==> src/rtl/sha0_msg_streamer.sv <==
// sha0_msg_streamer: buffers a host message and streams it to the SHA-0 core.
// Optional WAIT watchdog enabled by SHA0_STREAM_TIMEOUT_EN.
module sha0_msg_streamer #(
  parameter int MAX_BYTES      = 64,
  parameter int LEN_W          = 16,
  parameter int TIMEOUT_CYCLES = 4096,
  localparam int AW = $clog2(MAX_BYTES)
) (
  input  logic             clk,
  input  logic             rst_n,
  input  logic             wr_en,
  input  logic [AW-1:0]    wr_addr,
  input  logic [7:0]       wr_data,
  input  logic             go,
  input  logic [LEN_W-1:0] len,
  output logic             idle,
  output logic             done,
  output logic             err_len,
  output logic             timeout,
  output logic [159:0]     result,
  output logic             result_valid,
  output logic             start,
  output logic [LEN_W-1:0] msg_len,
  output logic             in_valid,
  output logic [7:0]       in_data,
  input  logic             in_ready,
  input  logic             core_busy,
  input  logic             digest_valid,
  input  logic [31:0]      digest0,
  input  logic [31:0]      digest1,
  input  logic [31:0]      digest2,
  input  logic [31:0]      digest3,
  input  logic [31:0]      digest4
);

  typedef enum logic [2:0] {
    S_IDLE,
    S_START,
    S_STREAM,
    S_WAIT,
    S_DONE
  } state_t;

  state_t           state_q, state_d;
  logic [AW:0]      ptr_q, ptr_d;
  logic [LEN_W-1:0] len_q, len_d;
  logic [159:0]     res_q, res_d;
  logic             rv_q, rv_d;
  logic             err_q, err_d;
  logic [7:0]       mem_q [MAX_BYTES];
  logic             len_ok;
  logic             last;
  logic             unused_ok;

`ifdef SHA0_STREAM_TIMEOUT_EN
  logic [31:0]      cnt_q, cnt_d;
  logic             to_q, to_d;
`endif

  assign len_ok = (len <= LEN_W'(MAX_BYTES));
  assign last   = (LEN_W'(ptr_q) + LEN_W'(1)) == len_q;

  assign unused_ok = &{1'b0, core_busy,
                       (TIMEOUT_CYCLES != 0)};

  // buffer is writable only while idle; contents survive reset
  always_ff @(posedge clk) begin
    if (wr_en && state_q == S_IDLE)
      mem_q[wr_addr] <= wr_data;
  end

  // state and datapath registers, async active-high reset
  always_ff @(posedge clk or posedge rst_n) begin
    if (rst_n) begin
      state_q <= S_IDLE;
      ptr_q   <= '0;
      len_q   <= '0;
      res_q   <= '0;
      rv_q    <= 1'b0;
      err_q   <= 1'b0;
`ifdef SHA0_STREAM_TIMEOUT_EN
      cnt_q   <= '0;
      to_q    <= 1'b0;
`endif
    end else begin
      state_q <= state_d;
      ptr_q   <= ptr_d;
      len_q   <= len_d;
      res_q   <= res_d;
      rv_q    <= rv_d;
      err_q   <= err_d;
`ifdef SHA0_STREAM_TIMEOUT_EN
      cnt_q   <= cnt_d;
      to_q    <= to_d;
`endif
    end
  end

  // next-state and register update logic
  always_comb begin
    state_d = state_q;
    ptr_d   = ptr_q;
    len_d   = len_q;
    res_d   = res_q;
    rv_d    = rv_q;
    err_d   = 1'b0;
`ifdef SHA0_STREAM_TIMEOUT_EN
    cnt_d   = cnt_q;
    to_d    = 1'b0;
`endif
    unique case (state_q)
      S_IDLE: begin
        if (go) begin
          if (len_ok) begin
            len_d   = len;
            ptr_d   = '0;
            rv_d    = 1'b0;
            state_d = S_START;
          end else begin
            err_d   = 1'b1;
          end
        end
      end
      S_START: begin
        state_d = (len_q == '0) ? S_WAIT
                                : S_STREAM;
`ifdef SHA0_STREAM_TIMEOUT_EN
        cnt_d   = '0;
`endif
      end
      S_STREAM: begin
        if (in_ready) begin
          ptr_d = ptr_q + {{AW{1'b0}}, 1'b1};
          if (last) begin
            state_d = S_WAIT;
`ifdef SHA0_STREAM_TIMEOUT_EN
            cnt_d   = '0;
`endif
          end
        end
      end
      S_WAIT: begin
        if (digest_valid) begin
          res_d   = {digest0, digest1, digest2,
                     digest3, digest4};
          rv_d    = 1'b1;
          state_d = S_DONE;
        end
`ifdef SHA0_STREAM_TIMEOUT_EN
        else if (cnt_q ==
                 32'(TIMEOUT_CYCLES - 1)) begin
          to_d    = 1'b1;
          state_d = S_IDLE;
        end else begin
          cnt_d   = cnt_q + 32'd1;
        end
`endif
      end
      S_DONE: begin
        state_d = S_IDLE;
      end
      default: begin
        state_d = S_IDLE;
      end
    endcase
  end

  assign idle         = (state_q == S_IDLE);
  assign start        = (state_q == S_START);
  assign in_valid     = (state_q == S_STREAM);
  assign done         = (state_q == S_DONE);
  assign in_data      = in_valid ?
                        mem_q[ptr_q[AW-1:0]] : 8'h00;
  assign err_len      = err_q;
  assign msg_len      = len_q;
  assign result       = res_q;
  assign result_valid = rv_q;
`ifdef SHA0_STREAM_TIMEOUT_EN
  assign timeout      = to_q;
`else
  assign timeout      = 1'b0;
`endif

endmodule

==> config.mk <==
export PLATFORM = sky130hd
export DESIGN_NAME = sha0_msg_streamer
export DESIGN_NICKNAME = d
export VERILOG_FILES = /design/src/rtl/sha0_msg_streamer.sv
export SDC_FILE = /design/constraint.sdc
export NUM_CORES = 1
export LEC_CHECK = 0
export CAP_MARGIN = 20
export CORE_MARGIN = 2
export CORE_UTILIZATION = 60
export DETAILED_ROUTE_END_ITERATION = 8
export DONT_BUFFER_PORTS = 1
export GPL_TIMING_DRIVEN = 0
export MAX_ROUTING_LAYER = met4
export PLACE_DENSITY = 0.76
export SYNTH_ARGS = -nofsm -noshare
export SYNTH_HDL_FRONTEND = slang
export SYNTH_SLANG_ARGS = --single-unit
==> constraint.sdc <==
create_clock -name clk -period 15.8 [get_ports clk]
set_clock_uncertainty 0.15 [all_clocks]
set_input_delay 3.16 -clock clk [delete_from_list [all_inputs] [get_ports clk]]
set_output_delay 3.16 -clock clk [all_outputs]
set_load 0.02 [all_outputs]
After elaboration in Yosys (flattened, before gate mapping)
Memory sizes are Yosys's and may differ from the RTL's.
Index checks and enable logic that the tools add are counted.
{ "totals": {"memories": 1, "wordCells": 51, "inputBits": 197, "ramBits": 512, "latchBits": 0, "rom_bits": 0, "ff_bits": 188} }
{ "memory_table": {"columns": ["memory", "depth", "word_bits", "read_ports", "rd_ports_with_merged_regs", "write_ports", "line_no", "rtl"], "rows": [
  ["mem_q", 64, 8, 1, 0, 1, "50", "logic [7:0] mem_q [MAX_BYTES];"]
]} }
{ "classes": {"bitwise_logic": 0, "n_eq_ne": 10, "addsub": 2, "shift": 0, "n_lt_le_gt_ge": 1, "n_div": 0, "mul": 0, "n_reduce_logical": 10, "mux": 21} }
{ "ops": {"columns": ["operator", "n"], "rows": [
  ["7-bit 2-to-1 mux", 3],
  ["8-bit by 16-bit == test with 1-bit output", 1],
  ["16-bit by 7-bit less-or-equal comparator with 1-bit output (second input constant)", 1],
  ["16-bit zero test", 1],
  ["3-bit 2-to-1 mux", 5],
  ["7-bit one-hot mux with 2 select lines", 1],
  ["3-bit one-hot mux with 4 select lines", 1],
  ["1-bit 2-to-1 mux", 9],
  ["7-bit by 1-bit adder with 8-bit output (second input constant)", 1],
  ["8-bit 2-to-1 mux", 1],
  ["4-bit AND reduction", 2],
  ["7-bit by 1-bit adder with 7-bit output (second input constant)", 1],
  ["3-bit by 2-bit == test with 1-bit output (second input constant)", 2],
  ["2-bit by 1-bit != test with 1-bit output (second input constant)", 3],
  ["5-bit AND reduction", 1],
  ["2-bit != test (second input constant)", 2],
  ["2-bit nonzero test", 2],
  ["3-bit by 1-bit == test with 1-bit output (second input constant)", 1],
  ["3-bit == test (second input constant)", 1],
  ["3-bit zero test", 1],
  ["3-bit AND reduction", 1],
  ["1-bit one-hot mux with 2 select lines", 1],
  ["2-bit AND reduction", 1],
  ["1-bit logical AND", 1]
]} }

Longest topological paths before layout
Gate-level depths: netlist of run 1.
{ "logic_depth": {"depth_word": 5, "ltp_mapped": 9, "ltp_nobuf": 6} }

Least setup slack after synthesis of run 1
No wires, ideal clock.
{ "synth_path": {"path_kind": "reg-to-output", "start": "register ptr_q[0]", "end": "output in_data[0]", "setup_slack_ns": 10.200, "t_arrival_ns": 2.290, "path_stages_with_launch": 10, "required_time_ns": 12.490, "path_cell_list": "dfrtp_1 -> buf_6 -> buf_8 -> buf_8 -> buf_6 -> mux2i_1 -> a221oi_1 -> o21ai_0 -> and3_1 -> nor4_1"} }
{ "synth_between": {"elab_chain_len": 2} }
{ "synth_rtl": {"columns": ["element", "line_no", "rtl"], "rows": [
  ["start, declared", "45", "logic [AW:0] ptr_q, ptr_d;"],
  ["start signal, assigned", "87", "ptr_q <= ptr_d;"],
  ["memory read 64 x 8 bit", null, null],
  ["8-bit 2-to-1 mux", "172", "assign in_data = in_valid ?"],
  ["end, declared", "25", "output logic [7:0] in_data,"]
]} }
Every way passes these cells.

Worst setup path after layout of run 1
{ "layout_path": {"start": "register ptr_q[3]", "end": "output in_data[2]"} }
The elaborated chain is that of the path after synthesis.

==> results.yml, run 1 <==
outcome:
  status: "finished clean"
clock_network:
  htree_levels: 3
  post_cts_buffers: 0
  tritoncts: "built"
  cts_resized: 0
  cts_buffer_depth: 3
  postCtsHoldBufs: 0
  path_clk_slew_ns: 0.06
  root_buffer: "clkbuf_16"
  cts_sinks: 700
  cts_buffers: 69
  clk_latency_ns: 0.60
finish:
  syn2layout_area_growth_pct: 11.3
  fin_area_sq_mm: 0.0303
  fin_util: 0.673
  stdcell_count: 2467
  fin_nets: 1996
  drive_gt1_frac: 0.153
job:
  cap_violations: 0
logic_synthesis:
  synth-seq-cells: 700
  ys.flop_type: "edfxtp_1"
  netlist_area_sq_mm: 0.0273
  syn-mean-instance-area_sq_um: 15.8
  synth_warnings: 0
  ys_seq_area_frac: 0.736
  async_flop_share: 0.269
  synthCells: 1722
  synth-edff-count: 512
  synth_cell_type_count: 55
  syn-num-nets: 1920
sta:
  hold_violations: 0
  tns_ns: 0
  slew_viol_final: 0
  rsz0062_at_grt: "no"
  finalCritPeriodShare: 0.464
  slew_headroom: 0.190
  finalSetupViolations: 0
  period_needed_ns: 7.33
  max_freq_ghz: 0.136
  worst_pin_slew_ns: 1.21
floorplan:
  num_io_pins: 388
  rows: 78
  core_area_sq_mm: 0.0451
  dieArea_sq_mm: 0.0472
  start_util: 0.605
  die_w_um: 217
  die_h_um: 217
worst_setup_path:
  r2r_cells: 6
  startpoint_type: "flip-flop"
  r2r_end: "mem_q[6][5]"
  startpoint: "ptr_q[3]"
  critPathKind: "flip-flop to primary output"
  cp-end-kind: "primary output"
  required_ns: 12.49
  r2r_start: "state_q[0]"
  critPathMaxFanout: 10
  arrival_ns: 4.02
  crit_path_end: "in_data[2]"
  r2r_slack_ns: 12.15
place:
  dp.cells: 2327
  dp_hpwl_mm: 52.3
  port_buffers: 0
  place_area_sq_mm: 0.0281
  gp_congestion: 0.970
min_path:
  hp-class: "flip-flop to flip-flop"
  worstHoldPathCells: 1
routing:
  first_pass_iters: 6
  avgRoutedWirePerCell_um: 31.5
  ant_nets: 0
  drt_iter0_markers: 2468
  route.vias.total: 16100
  routed_wl_mm: 77.8
  viasPerCell: 6.52
  drc: 0
grt:
  grt_pass1_vias: 15700
  grt_pass1_wl_mm: 110
  overflow: 0
  antenna_found_initial: 14
  grt_usage: 0.343
  grt_max_degree: 97
power_and_ir_drop:
  p_per_area_mw_per_mm2: 184
  p_leak_nw: 11.2
  ir_drop_mv: 0.113
==> power by group <==
group / leakage (nW) / internal (mW) / switching (mW)
registers: 6.98 / 2.17 / 0.454
logic: 3.13 / 0.527 / 0.811
clock network: 1.08 / 0.913 / 0.690
total: 11.2 / 3.61 / 1.96
==> layout by cell type (no fill, tap or decap), types with 4 or more instances in the layout <==
cell type  synthesis  final
a31oi_1            8      8
a22oi_1           12     12
nor2b_1           18     18
buf_2              8      8
buf_6             10     11
clkinv_2           0     13
edfxtp_1         512    512
and2_1             4      4
dfrtp_1          188    188
buf_4             10     11
a21oi_1            6      6
nor4_1             6      5
mux4_2           136    136
nand4_1            5      5
buf_1              7      7
nor2_1            82     82
nand2_1          515    515
xnor2_1            6      6
o21ai_0           20     20
diode_2            0     15
o211ai_1           5      5
mux2i_1           16     16
clkbuf_1          57     74
inv_1              7      6
o22ai_1            4      4
clkbuf_16          0     72
nand3_1            6      6
and3_1             4      4
a221oi_1          13     13
nor3_1             5      4
clkbuf_8           0      5
buf_8              2      4
clkinv_1           0      6
mux2_1             7      7
==> synthesized netlist by cell type (5+ instances only) <==
| cell type | count | area (sq um) |
|---|---|---|
| nand2_1 | 515 | 1930 |
| edfxtp_1 | 512 | 15400 |
| dfrtp_1 | 188 | 4700 |
| mux4_2 | 136 | 3060 |
| nor2_1 | 82 | 308 |
| clkbuf_1 | 57 | 214 |
| o21ai_0 | 20 | 100 |
| nor2b_1 | 18 | 113 |
| mux2i_1 | 16 | 160 |
| a221oi_1 | 13 | 114 |
| a22oi_1 | 12 | 90.1 |
| buf_4 | 10 | 75.1 |
| buf_6 | 10 | 113 |
| a31oi_1 | 8 | 50.1 |
| buf_2 | 8 | 40.0 |
| buf_1 | 7 | 26.3 |
| inv_1 | 7 | 26.3 |
| mux2_1 | 7 | 78.8 |
| a21oi_1 | 6 | 30.0 |
| nand3_1 | 6 | 30.0 |
| nor4_1 | 6 | 37.5 |
| xnor2_1 | 6 | 52.6 |
| nand4_1 | 5 | 31.3 |
| nor3_1 | 5 | 25.0 |
| o211ai_1 | 5 | 37.5 |
==> metal layers <==
layer | wire, um | track usage | share of wire | vias to the layer above
li1 | - | - | - | 6506
met1 | 27000 | 0.433 | 0.35 | 8129
met2 | 36100 | 0.498 | 0.46 | 1203
met3 | 10300 | 0.118 | 0.13 | 246
met4 | 4350 | 0.176 | 0.056 | 0
met5 | 0 | - | 0 | -
==> area by class of cell <==
type                       count  area (sq um)
sequential                   700         20100
fill                        2947         14700
multi-input combinational    920          6670
clock buffer                  94          1930
tap                          600           751
buffer                        94           498
clock inverter                31           258
timing repair buffer           5          76.3
inverter                       8          37.5
antenna                       15          37.5
==> registers in the layout, indices dropped and copies added (netlist names) <==
name	cells
err_len	1
mem_q	512
result	160
result_valid	1
msg_len	16
state_q	3
ptr_q	7
==> worst max-delay path, cell delays in order (launching register included) <==
cell,delay (ns)
dfrtp_1,0.32
buf_2,0.25
buf_1,0.69
clkbuf_1,0.85
mux4_2,0.48
o22ai_1,0.50
nor2_1,0.32
==> per-stage QoR <==
step	total power [mW]	setup WS (ns)	hold slack [ns]
2_1_floorplan	3.44	7.38	0.336
3_3_place_gp	3.92	5.76	0.370
3_5_place_dp	3.97	9.10	0.386
4_1_cts	5.56	8.45	0.397
5_1_grt	5.73	8.39	0.430
6_report	5.57	8.47	0.402
==> kinds of logic after synthesis <==
family / count (synthesis) / share of synthesized area
AOI/OAI and AO/OA: 86 / 0.0217
xor gates and xnor gates: 9 / 0.00289
adders and majority gates: 1 / 0.000459
buffers and inverters: 102 / 0.0194
DFF: 700 / 0.736
muxes: 159 / 0.121
other: 1 / 0.000138
and+or+nand+nor: 664 / 0.0979
==> worst min path at each step <==
stage	startpoint	end
finish	ptr_q[6]	ptr_q[6]
global route	ptr_q[6]	ptr_q[6]
CTS	ptr_q[6]	ptr_q[6]
detailed placement	ptr_q[6]	ptr_q[6]
global placement	ptr_q[6]	ptr_q[6]
floorplan	ptr_q[6]	ptr_q[6]
Power figures use the tool's default switching activity.
==> run 2: changes to the inputs <==
Settings changed: CORE_UTILIZATION 60 to 57, PLACE_DENSITY 0.76 to 0.75.
Clock period 15.8 ns to 6.1 ns, I/O delays scaled along.
==> results.yml, run 2 (synthesis gave the netlist of run 1 again) <==
sta:
  hold_violations: 0
  slew_headroom: 0.227
  rsz0062_at_grt: "no"
  holdWs_ns: 0.374
  period_needed_ns: 5.59
  finalCritPeriodShare: 0.916
  setup_ws_ns: 0.509
  finalSetupViolations: 0
  max_freq_ghz: 0.179
  worst_pin_slew_ns: 1.16
  tns_ns: 0
  slew_viol_final: 0
power_and_ir_drop:
  ir_drop_mv: 0.238
  p_per_area_mw_per_mm2: 479
  p_leak_nw: 11.3
place:
  gp_congestion: 0.943
  dp_hpwl_mm: 51.8
  preCtsSetupSlack_ns: 1.10
  port_buffers: 0
grt:
  grt_pass1_vias: 15800
  grt_max_degree: 65
  antenna_found_initial: 7
  overflow: 0
  grt_pass1_wl_mm: 111
  grt_usage: 0.325
clock_network:
  path_clk_slew_ns: 0.07
  clk_latency_ns: 0.61
  postCtsHoldBufs: 0
  cts_buffer_depth: 3
  tritoncts: "built"
  cts_buffers: 70
  cts_resized: 0
  htree_levels: 3
  root_buffer: "clkbuf_16"
  post_cts_buffers: 0
  cts_sinks: 700
worst_setup_path:
  startpoint_type: "flip-flop"
  crit_top_cell: "buf_4"
  worst-path-buf-inv: 4
  critical_path.cell_chain: "buf_4, buf_4, buf_4, clkbuf_1, mux4_2, mux2i_1, o21ai_0, o211ai_1, nor2_1"
  cp_top_family: "buffers and inverters"
  arrival_ns: 4.22
  slowest_delay_ns: 0.80
  critPathMaxFanout: 10
  critPathKind: "flip-flop to primary output"
  cp-end-kind: "primary output"
  required_ns: 4.73
  cpMaxStageDelayCell: "clkbuf_1"
routing:
  drc: 0
  routed_wl_mm: 77.3
  wl_met2_mm: 36.3
  viasPerCell: 6.48
  ant_nets: 0
  first_pass_iters: 5
  wl_met3_mm: 9.63
  wl_met1_mm: 27.3
  dr.max_layer_used: "met4"
  drt_iter0_markers: 2163
  avgRoutedWirePerCell_um: 31.2
  route.vias.total: 16100
finish:
  drive_gt1_frac: 0.159
  final_cell_mix: "515 x nand2_1, 512 x edfxtp_1, 188 x dfrtp_1"
  syn2layout_area_growth_pct: 12.0
  fin_nets: 2003
  multi_input_area_sq_mm: 0.00666
  fill_cells: 3255
  top_register: "mem_q"
  largest_reg_flops: 512
  final_common_cell: "nand2_1"
  ff_latch_area_sq_mm: 0.0201
floorplan:
  core_area_sq_mm: 0.0474
  start_util: 0.575
  die_h_um: 223
  dieArea_sq_mm: 0.0496
  num_io_pins: 388
  rows: 80
  die_w_um: 223
outcome:
  status: "finished clean"
min_path:
  hp-class: "flip-flop to flip-flop"
job:
  cap_violations: 0
-- run 2: cell types whose count changed in the layout (fill, tap and decap cells not counted), moves of 2 or more --
cell / previous run / this run
clkbuf_1: 74 / 65
diode_2: 15 / 8
bufinv_16: 3 / 8
buf_12: 0 / 4
clkinv_4: 1 / 3
-- run 2: per-stage QoR --
stage | std cells | cell area (sq um) | power, mW | util
3_5_place_dp | 2346 | 28200 | 10.3 | 0.594
5_1_grt | 2479 | 30500 | 15.1 | 0.644
2_1_floorplan | 1722 | 27300 | 8.91 | -
4_1_cts | 2470 | 30500 | 14.6 | 0.643
3_3_place_gp | 2337 | 28000 | 10.1 | 0.591
6_report | 2480 | 30500 | 14.6 | 0.644
-- run 2: worst reg2reg max path, delay by kind of cell (launching register included) --
family / cells / cell delay [ns]
and+or+nand+nor: 4 / 2.60
DFF: 1 / 0.35
buffers and inverters: 1 / 0.21
-- run 2: final cells by class --
| cell class | instances | area share |
|---|---|---|
| antenna | 8 | 0.000655 |
| clock inverter | 38 | 0.0143 |
| multi-input combinational | 920 | 0.218 |
| tap | 615 | 0.0252 |
| buffer | 94 | 0.0163 |
| inverter | 8 | 0.00111 |
| sequential | 700 | 0.657 |
| timing repair buffer | 11 | 0.00500 |
| clock buffer | 86 | 0.0621 |
-- run 2: power by group --
part	switching, mW	total [mW]	internal, mW
Clock	1.82	4.38	2.56
Combinational	2.09	3.46	1.37
Sequential	1.15	6.79	5.63
Total	5.06	14.6	9.57
-- run 2: path summary, 6_finish.rpt --
path / startpoint / end / slack (ns) / depth (start not counted)
max: ptr_q[1] / in_data[7] / 0.51 / 9
max in group asynchronous: rst_n / result[20] / 4.18 / 4
min in group asynchronous: rst_n / result[76] / 0.43 / 1
min: ptr_q[6] / ptr_q[6] / 0.37 / 1
min reg2reg: ptr_q[6] / ptr_q[6] / 0.37 / 1
max reg2reg: state_q[0] / mem_q[47][4] / 2.40 / 5
-- run 2: per-layer routing --
| metal | up-vias | global-route usage |
|---|---|---|
| li1 | 6510 | - |
| met1 | 8207 | 0.409 |
| met2 | 1116 | 0.485 |
| met3 | 234 | 0.104 |
| met4 | 0 | 0.153 |
| met5 | - | - |
